==> config.mk <==
export PLATFORM = sky130hd
export DESIGN_NAME = text_injector_flat
export DESIGN_NICKNAME = d
export VERILOG_FILES = /design/src/rtl/text_injector_if.sv /design/src/rtl/text_injector.sv /design/src/flat_wrapper.sv
export SDC_FILE = /design/constraint.sdc
export NUM_CORES = 1
export LEC_CHECK = 0
export ABC_AREA = 1
export CORE_AREA = 2 2 97 192
export DETAILED_ROUTE_END_ITERATION = 12
export DIE_AREA = 0 0 99 194
export PLACE_DENSITY_LB_ADDON = 0.3
export SYNTH_ARGS = -nofsm -noshare
export SYNTH_HDL_FRONTEND = slang
export SYNTH_SLANG_ARGS = --single-unit
==> constraint.sdc <==
create_clock -name clk -period 7.9 [get_ports clk]
set_clock_uncertainty 0.05 [all_clocks]
set_input_delay 0.79 -clock clk [delete_from_list [all_inputs] [get_ports clk]]
set_output_delay 0.79 -clock clk [all_outputs]
set_load 0.02 [all_outputs]
==> src/rtl/text_injector_if.sv <==
// Loader-side bus of the text injector: byte strobe/abort in, PS/2 key event and status out.
interface text_injector_if;
  logic [7:0]  ascii_byte;
  logic        strobe;
  logic        abort;
  logic        input_wait;
  logic [10:0] ps2_key;
  logic        busy;
  logic        overflow;

  modport master (output ascii_byte, strobe, abort,
                  input  input_wait, ps2_key, busy, overflow);
  modport slave  (input  ascii_byte, strobe, abort,
                  output input_wait, ps2_key, busy, overflow);
endinterface

==> src/rtl/text_injector.sv <==
// Types buffered ASCII text as timed PS/2 set-2 press/release events.
// Define TEXT_INJECTOR_SHIFT_EN to emit left-shift sequences for shifted characters.
module text_injector #(
  parameter int CLK_RATE   = 42954545,
  parameter int FIFO_DEPTH = 16,
  parameter int HOLD_MS    = 40,
  parameter int GAP_MS     = 40,
  parameter int LINE_MS    = 200
) (
  input logic             clk,
  input logic             reset,
  text_injector_if.slave  bus
);
  localparam int TPM    = CLK_RATE / 1000;
  localparam int HOLD_T = TPM * HOLD_MS;
  localparam int GAP_T  = TPM * GAP_MS;
  localparam int LINE_T = GAP_T + TPM * LINE_MS;
  localparam int MAX_T  = (HOLD_T > LINE_T) ? HOLD_T : LINE_T;
  localparam int TW     = $clog2(MAX_T) + 1;
  localparam int AW     = $clog2(FIFO_DEPTH);
  localparam logic [7:0] ENTER_CODE = 8'h5A;
  localparam logic [7:0] SHIFT_CODE = 8'h12;

  typedef enum logic [2:0] {IDLE, FETCH, SHIFT_DN, KEY_DN, HOLD, KEY_UP, SHIFT_UP, GAP} state_t;

  typedef struct packed {
    logic [7:0] code;
`ifdef TEXT_INJECTOR_SHIFT_EN
    logic       shift;
`endif
    logic       valid;
  } map_t;

  function automatic map_t map_ascii(input logic [7:0] c);
    map_t m;
    logic [7:0] lc;
    m.code  = 8'h00;
    m.valid = 1'b1;
`ifdef TEXT_INJECTOR_SHIFT_EN
    m.shift = 1'b0;
`endif
    lc = (c >= 8'h41 && c <= 8'h5A) ? (c | 8'h20) : c;
    case (lc)
      8'h61: m.code = 8'h1C;  8'h62: m.code = 8'h32;  8'h63: m.code = 8'h21;
      8'h64: m.code = 8'h23;  8'h65: m.code = 8'h24;  8'h66: m.code = 8'h2B;
      8'h67: m.code = 8'h34;  8'h68: m.code = 8'h33;  8'h69: m.code = 8'h43;
      8'h6A: m.code = 8'h3B;  8'h6B: m.code = 8'h42;  8'h6C: m.code = 8'h4B;
      8'h6D: m.code = 8'h3A;  8'h6E: m.code = 8'h31;  8'h6F: m.code = 8'h44;
      8'h70: m.code = 8'h4D;  8'h71: m.code = 8'h15;  8'h72: m.code = 8'h2D;
      8'h73: m.code = 8'h1B;  8'h74: m.code = 8'h2C;  8'h75: m.code = 8'h3C;
      8'h76: m.code = 8'h2A;  8'h77: m.code = 8'h1D;  8'h78: m.code = 8'h22;
      8'h79: m.code = 8'h35;  8'h7A: m.code = 8'h1A;
      8'h30: m.code = 8'h45;  8'h31: m.code = 8'h16;  8'h32: m.code = 8'h1E;
      8'h33: m.code = 8'h26;  8'h34: m.code = 8'h25;  8'h35: m.code = 8'h2E;
      8'h36: m.code = 8'h36;  8'h37: m.code = 8'h3D;  8'h38: m.code = 8'h3E;
      8'h39: m.code = 8'h46;
      8'h20: m.code = 8'h29;  8'h0A: m.code = ENTER_CODE;
      8'h2C: m.code = 8'h41;  8'h2E: m.code = 8'h49;  8'h2F: m.code = 8'h4A;
      8'h3B: m.code = 8'h4C;  8'h2D: m.code = 8'h4E;  8'h3D: m.code = 8'h55;
`ifdef TEXT_INJECTOR_SHIFT_EN
      // US layout: shifted symbol -> base key
      8'h21: begin m.code = 8'h16; m.shift = 1'b1; end
      8'h22: begin m.code = 8'h52; m.shift = 1'b1; end
      8'h23: begin m.code = 8'h26; m.shift = 1'b1; end
      8'h24: begin m.code = 8'h25; m.shift = 1'b1; end
      8'h25: begin m.code = 8'h2E; m.shift = 1'b1; end
      8'h26: begin m.code = 8'h3D; m.shift = 1'b1; end
      8'h28: begin m.code = 8'h46; m.shift = 1'b1; end
      8'h29: begin m.code = 8'h45; m.shift = 1'b1; end
      8'h2A: begin m.code = 8'h3E; m.shift = 1'b1; end
      8'h2B: begin m.code = 8'h55; m.shift = 1'b1; end
      8'h3A: begin m.code = 8'h4C; m.shift = 1'b1; end
      8'h3C: begin m.code = 8'h41; m.shift = 1'b1; end
      8'h3E: begin m.code = 8'h49; m.shift = 1'b1; end
      8'h3F: begin m.code = 8'h4A; m.shift = 1'b1; end
`endif
      default: m.valid = 1'b0;
    endcase
    return m;
  endfunction

  logic [7:0]    fifo_mem [FIFO_DEPTH];
  logic [AW-1:0] wr_ptr_q, wr_ptr_d, rd_ptr_q, rd_ptr_d;
  logic [AW:0]   count_q, count_d;
  state_t        state_q, state_d;
  logic [TW-1:0] timer_q, timer_d;
  logic [7:0]    code_q, code_d;
  logic [10:0]   ps2_q, ps2_d;
  logic          ovf_q, ovf_d;
`ifdef TEXT_INJECTOR_SHIFT_EN
  logic          shift_q, shift_d;
`endif

  logic       empty, full, push, pop, t_done, ev, ev_press;
  logic [7:0] ev_code;
  map_t       head_map;

  assign empty    = (count_q == '0);
  assign full     = (count_q == (AW+1)'(FIFO_DEPTH));
  assign push     = bus.strobe && !bus.abort && !full;
  assign t_done   = (timer_q <= TW'(1));
  assign head_map = map_ascii(fifo_mem[rd_ptr_q]);

  always_comb begin
    state_d  = state_q;
    timer_d  = (timer_q != '0) ? timer_q - 1'b1 : timer_q;
    code_d   = code_q;
    ps2_d    = ps2_q;
    pop      = 1'b0;
    ev       = 1'b0;
    ev_press = 1'b0;
    ev_code  = code_q;
`ifdef TEXT_INJECTOR_SHIFT_EN
    shift_d  = shift_q;
`endif
    // Every event loads the timer; the following states count it down so the
    // spacing between events equals the tick count (never less than 1 cycle).
    case (state_q)
      IDLE: if (!empty) state_d = FETCH;
      FETCH: begin
        state_d = IDLE;
        pop     = !empty && !bus.abort;
        if (pop && head_map.valid) begin
          code_d   = head_map.code;
          state_d  = KEY_DN;
          ev       = 1'b1;
          ev_press = 1'b1;
          ev_code  = head_map.code;
          timer_d  = TW'(HOLD_T);
`ifdef TEXT_INJECTOR_SHIFT_EN
          shift_d = head_map.shift;
          if (head_map.shift) begin
            state_d = SHIFT_DN;
            ev_code = SHIFT_CODE;
            timer_d = TW'(GAP_T);
          end
`endif
        end
      end
`ifdef TEXT_INJECTOR_SHIFT_EN
      SHIFT_DN: if (t_done) begin
        state_d  = KEY_DN;
        ev       = 1'b1;
        ev_press = 1'b1;
        timer_d  = TW'(HOLD_T);
      end
      SHIFT_UP: state_d = GAP;
`endif
      KEY_DN: state_d = HOLD;
      HOLD: if (t_done) begin
        state_d = KEY_UP;
        ev      = 1'b1;
        timer_d = (code_q == ENTER_CODE) ? TW'(LINE_T) : TW'(GAP_T);
      end
      KEY_UP: begin
        state_d = GAP;
`ifdef TEXT_INJECTOR_SHIFT_EN
        if (shift_q) begin
          state_d = KEY_UP;
          if (t_done) begin
            state_d = SHIFT_UP;
            ev      = 1'b1;
            ev_code = SHIFT_CODE;
            timer_d = TW'(GAP_T);
          end
        end
`endif
      end
      GAP: if (t_done) state_d = IDLE;
      default: state_d = IDLE;
    endcase
    if (ev) ps2_d = {~ps2_q[10], ev_press, 1'b0, ev_code};

    wr_ptr_d = wr_ptr_q;
    rd_ptr_d = rd_ptr_q;
    count_d  = count_q;
    ovf_d    = ovf_q | (bus.strobe && !bus.abort && full);
    if (bus.abort) begin
      rd_ptr_d = wr_ptr_q;
      count_d  = '0;
    end else begin
      if (push) wr_ptr_d = wr_ptr_q + 1'b1;
      if (pop)  rd_ptr_d = rd_ptr_q + 1'b1;
      count_d = count_q + (AW+1)'(push) - (AW+1)'(pop);
    end
  end

  always_ff @(posedge clk)
    if (push) fifo_mem[wr_ptr_q] <= bus.ascii_byte;

  always_ff @(posedge clk or posedge reset) begin
    if (reset) begin
      state_q  <= IDLE;
      timer_q  <= '0;
      code_q   <= '0;
      ps2_q    <= '0;
      ovf_q    <= 1'b0;
      wr_ptr_q <= '0;
      rd_ptr_q <= '0;
      count_q  <= '0;
`ifdef TEXT_INJECTOR_SHIFT_EN
      shift_q  <= 1'b0;
`endif
    end else begin
      state_q  <= state_d;
      timer_q  <= timer_d;
      code_q   <= code_d;
      ps2_q    <= ps2_d;
      ovf_q    <= ovf_d;
      wr_ptr_q <= wr_ptr_d;
      rd_ptr_q <= rd_ptr_d;
      count_q  <= count_d;
`ifdef TEXT_INJECTOR_SHIFT_EN
      shift_q  <= shift_d;
`endif
    end
  end

  assign bus.ps2_key    = ps2_q;
  assign bus.overflow   = ovf_q;
  assign bus.busy       = !empty || (state_q != IDLE);
  assign bus.input_wait = (count_q >= (AW+1)'(FIFO_DEPTH - 2));
endmodule

==> src/flat_wrapper.sv <==
// flat-port wrapper written by rule: the top's interface ports become plain ports
module text_injector_flat 
#(
  parameter int CLK_RATE   = 42954545,
  parameter int FIFO_DEPTH = 16,
  parameter int HOLD_MS    = 40,
  parameter int GAP_MS     = 40,
  parameter int LINE_MS    = 200
)
  (clk, reset, bus_ascii_byte, bus_strobe, bus_abort, bus_input_wait, bus_ps2_key, bus_busy, bus_overflow);
  text_injector_if bus_i ();
  input logic clk;
  input logic reset;
  input wire logic [$bits(bus_i.ascii_byte)-1:0] bus_ascii_byte;
  input wire logic [$bits(bus_i.strobe)-1:0] bus_strobe;
  input wire logic [$bits(bus_i.abort)-1:0] bus_abort;
  output wire logic [$bits(bus_i.input_wait)-1:0] bus_input_wait;
  output wire logic [$bits(bus_i.ps2_key)-1:0] bus_ps2_key;
  output wire logic [$bits(bus_i.busy)-1:0] bus_busy;
  output wire logic [$bits(bus_i.overflow)-1:0] bus_overflow;
  assign bus_i.ascii_byte = bus_ascii_byte;
  assign bus_i.strobe = bus_strobe;
  assign bus_i.abort = bus_abort;
  assign bus_input_wait = bus_i.input_wait;
  assign bus_ps2_key = bus_i.ps2_key;
  assign bus_busy = bus_i.busy;
  assign bus_overflow = bus_i.overflow;
  text_injector #(.CLK_RATE(CLK_RATE), .FIFO_DEPTH(FIFO_DEPTH), .HOLD_MS(HOLD_MS), .GAP_MS(GAP_MS), .LINE_MS(LINE_MS)) u_core (.clk(clk), .reset(reset), .bus(bus_i));
endmodule
==> run summary <==
* **Worst Path Class, Setup** register to register
* **final wirelength** 25100 um
* **hold-fix buffer count after cts** 0
* **number of filler cells placed in the layout** 1563
* **Fin. Hold Viols** 0
* **startpoint of the worst hold path** u_core.bus.ps2_key[7]
* **Max Transition Viols Final** 0
* **peak supply drop** 0.000221 V
* **Max Clock Freq** 0.205 GHz
* **multi-input combinational cell area** 3610 um2
* **Seq cells post-synth** 188
* **Gate power share** 36.2%
* **clock transition at the register clock pins on the worst setup and hold paths after CTS** 0.07 ns
* **top cell type's share of synthesized area** 40.2%
* **residual antenna-violating net count after detailed routing** 0
* **type of element launching the critical path** register
* **Data required, critical path** 8.19 ns
* **combined area of all synthesized cells** 9560 um2
* **Pint** 1.79 mW
* **DRC violation count after routing** 0
* **worst relative slew slack** 28.1%
* **most common library cells after synthesis** nand2_1, nor2_1, edfxtp_1
* **end of the worst register-to-register path** u_core.bus.ps2_key[5]
* **Die Span Y** 194 um
* **Worst R2R Start** u_core.rd_ptr_q[0]
* **Syn-to-layout area delta** 8.82%
* **Reg2Reg Depth** 25
* **Synth Instances** 1085
* **number of rows created at floorplan** 69
* **PnR Total Power** 3.04 mW
* **synthesized netlist net count** 1114
* **number of I/O pins** 26
* **slew of the pin with the lowest slew margin** 1.07 ns
* **Synth cell types** 45
* **register-to-register setup slack** 3.02 ns
* **number of flops mapped to enable cells by yosys** 128
* **routability-driven placement congestion ratio** 1.08
* **layout net count** 1129
* **dominant cells by area after synthesis** edfxtp_1, dfrtp_1, nand2_1
* **Num CTS Buffers** 17
* **Pre-Repair DR Iteration Count** 5
* **WL per Instance** 18.9 um
* **Core Box Area** 17700 um2
* **half-perimeter wire length of the detailed placement result** 18400 um
* **starting density of the core** 54.0%
* **routed wire length on met3** 1140 um
* **CP Data Arrival Time** 5.16 ns
* **switching part of the total power** 41.0%
* **prevailing post-synth register cell** edfxtp_1
* **Remaining Overflow, GRT** 0
* **clock tree buffer depth** 2
* **path category of the worst min-delay check** register to register
* **die area** 19200 um2
* **count of cells resized by post-cts repair** 0
* **power density over the cells** 292 nW/um2
* **highest routing layer actually used** met4
* **Num Clock Sinks** 188
* **power spent charging and discharging nets** 1.25 mW
* **per-cell via count in the routed design** 5.53
* **aggregate global-route resource usage** 27.2%
* **wire length of the first global-routing pass** 39200 um
* **CTS H-tree lvls** 4
* **number of warnings reported in the yosys synthesis log** 0
* **initial detailed-routing violation count** 391
* **status** complete, no violations
* **fraction of final layout cells sized beyond drive strength 1** 6.85%
* **Maximum Capacitance Violations** 0
* **clock tree from TritonCTS** done
* **Worst Hold End** u_core.bus.ps2_key[7]
* **static power due to leakage** 4.45 nW
* **largest net degree at the start of global routing** 76
* **final critical path time including I/O delays and setup** 4.88 ns
* **biggest area consumer among synthesized cells** edfxtp_1
* **relative contribution of sequential cells to total power** 38.2%
* **Met1 Wirelength** 7960 um
* **number of global-route vias before repair** 7505
* **overall die width** 99 um
* **Total Negative Setup Slacks** 0 ns
* **buffer type at the clock tree root** clkbuf_16
* **most frequent cell after synthesis** nand2_1
* **register area** 5350 um2
* **met2 wirelength from detailed routing** 14600 um
* **Port-buffer cells** 24
* **proportion of synthesized flip-flops having asynchronous set or reset** 31.9%
* **worst-path maximum fanout** 75
* **unrepaired setup endpoints after global routing** false
* **part of the Yosys area used for sequential elements** 55.9%
* **critical path endpoint category** register
* **Hold Path Depth** 2
* **final cycle utilization of the critical path** 61.7%
* **Mapped Avg Cell Area** 8.81 um2
* **number of antenna violations at the first check in global routing** 0
* **clock latency on the worst-skew pair** 0.44 ns
* **total via count in the routed design** 7312
* **Post-CTS Repair Setup Buffers** 0
* **final setup violation count** 0
* **share of total power in the clock network** 25.6%
* **total inserted antenna cells** 0
## per-layer routing
metal	vias to the layer above	track usage [%]
li1	3570	-
met1	3417	24.5
met2	243	53.1
met3	82	5.52
met4	0	16.1
met5	-	0
## power groups by stage
stage / sequential [mW] / clock, mW / combinational [mW]
5_1_grt: 1.17 / 0.825 / 1.22
4_1_cts: 1.16 / 0.788 / 1.08
3_3_place_gp: 1.18 / 0 / 1.08
2_1_floorplan: 1.16 / 0 / 0.816
3_5_place_dp: 1.18 / 0 / 1.08
6_report: 1.16 / 0.779 / 1.10
## worst max-delay path, cell delays in order (launching register included)
cell and delay [ns]:
dfrtp_2 0.39, buf_4 0.34, inv_2 0.82, nand2_1 0.12, nand3_1 0.14, nand2_1 0.06, nor2_1 0.09, nand2_1 0.05
nand2_1 0.16, inv_1 0.11, nor2_1 0.14, nand2_1 0.15, nand2_2 0.11, nand3_4 0.10, nand2_4 0.21, nand2_4 0.12
inv_2 0.18, o21ai_0 0.18, nand3_1 0.13, nor2_2 0.07, nand2_4 0.11, nand2_4 0.13, nand2_2 0.38, inv_2 0.20
nand2_1 0.10, nand2_1 0.05
## flip-flops by register name, indices dropped and copies added, names as in the netlist
signal / count
u_core.timer_q: 25
u_core.bus.overflow: 1
u_core.code_q: 8
u_core.bus.ps2_key: 10
u_core.rd_ptr_q: 4
u_core.fifo_mem: 128
u_core.state_q: 3
u_core.wr_ptr_q: 4
u_core.count_q: 5
## logic make-up after synthesis
family                     synth area share (%)
and+or+nand+nor                            27.8
DFF                                        55.9
buffers and inverters                      6.36
AOI/OAI and AO/OA                          5.78
xor gates and xnor gates                   1.83
adders and majority gates                  2.30
other                                    0.0392
## through the flow
stage / hold slack, ns / utilization, % / setup WS (ns) / area (um2) / instances
final: 0.436 / 58.8 / 3.02 / 10400 / 1323
after global routing: 0.454 / 58.8 / 2.50 / 10400 / 1323
after CTS: 0.440 / 58.8 / 3.03 / 10400 / 1323
after detailed placement: 0.423 / 55.9 / 3.04 / 9890 / 1294
after global placement: 0.412 / 55.9 / 3.08 / 9890 / 1294
after floorplan: 0.411 / - / 4.99 / 9560 / 1085
## cells in the final DEF (no fill, tap or decap), types with 3 or more instances in the layout
| master | n |
|---|---|
| o21ai_1 | 6 |
| a21oi_1 | 33 |
| inv_1 | 96 |
| nand3_1 | 82 |
| nand2_2 | 8 |
| inv_6 | 4 |
| clkbuf_16 | 17 |
| buf_4 | 3 |
| o21ai_0 | 37 |
| xor2_1 | 12 |
| nand2_1 | 301 |
| o211ai_1 | 7 |
| nand4_1 | 9 |
| ha_1 | 16 |
| nor2_2 | 6 |
| edfxtp_1 | 128 |
| nor3_1 | 20 |
| clkinv_2 | 3 |
| nor2_1 | 172 |
| inv_2 | 10 |
| dfrtp_1 | 59 |
| o21bai_1 | 3 |
| nand2_4 | 5 |
| clkdlybuf4s50_1 | 24 |
| nand3b_1 | 4 |
| a31oi_1 | 3 |
| nand3_2 | 4 |
| xnor2_1 | 8 |
## layout make-up
cell class | instances | area share [%]
Sequential cell | 188 | 51.4
Timing Repair Buffer | 27 | 2.53
Multi-Input combinational cell | 758 | 34.7
Clock buffer | 17 | 4.09
Tap cell | 213 | 2.56
Clock inverter | 12 | 0.866
Inverter | 108 | 3.90
## worst max path at each step
stage / from / cells past startpoint / slack (ns) / to
2_1_floorplan: u_core.rd_ptr_q[0] / 22 / 4.99 / u_core.bus.ps2_key[0]
6_report: u_core.rd_ptr_q[0] / 25 / 3.02 / u_core.bus.ps2_key[5]
3_5_place_dp: u_core.rd_ptr_q[0] / 25 / 3.04 / u_core.bus.ps2_key[5]
5_1_grt: u_core.rd_ptr_q[0] / 25 / 2.50 / u_core.bus.ps2_key[1]
4_1_cts: u_core.rd_ptr_q[0] / 25 / 3.03 / u_core.bus.ps2_key[5]
3_3_place_gp: u_core.rd_ptr_q[0] / 22 / 3.08 / u_core.bus.ps2_key[1]
Note: power is estimated with default switching activity, not from simulation.
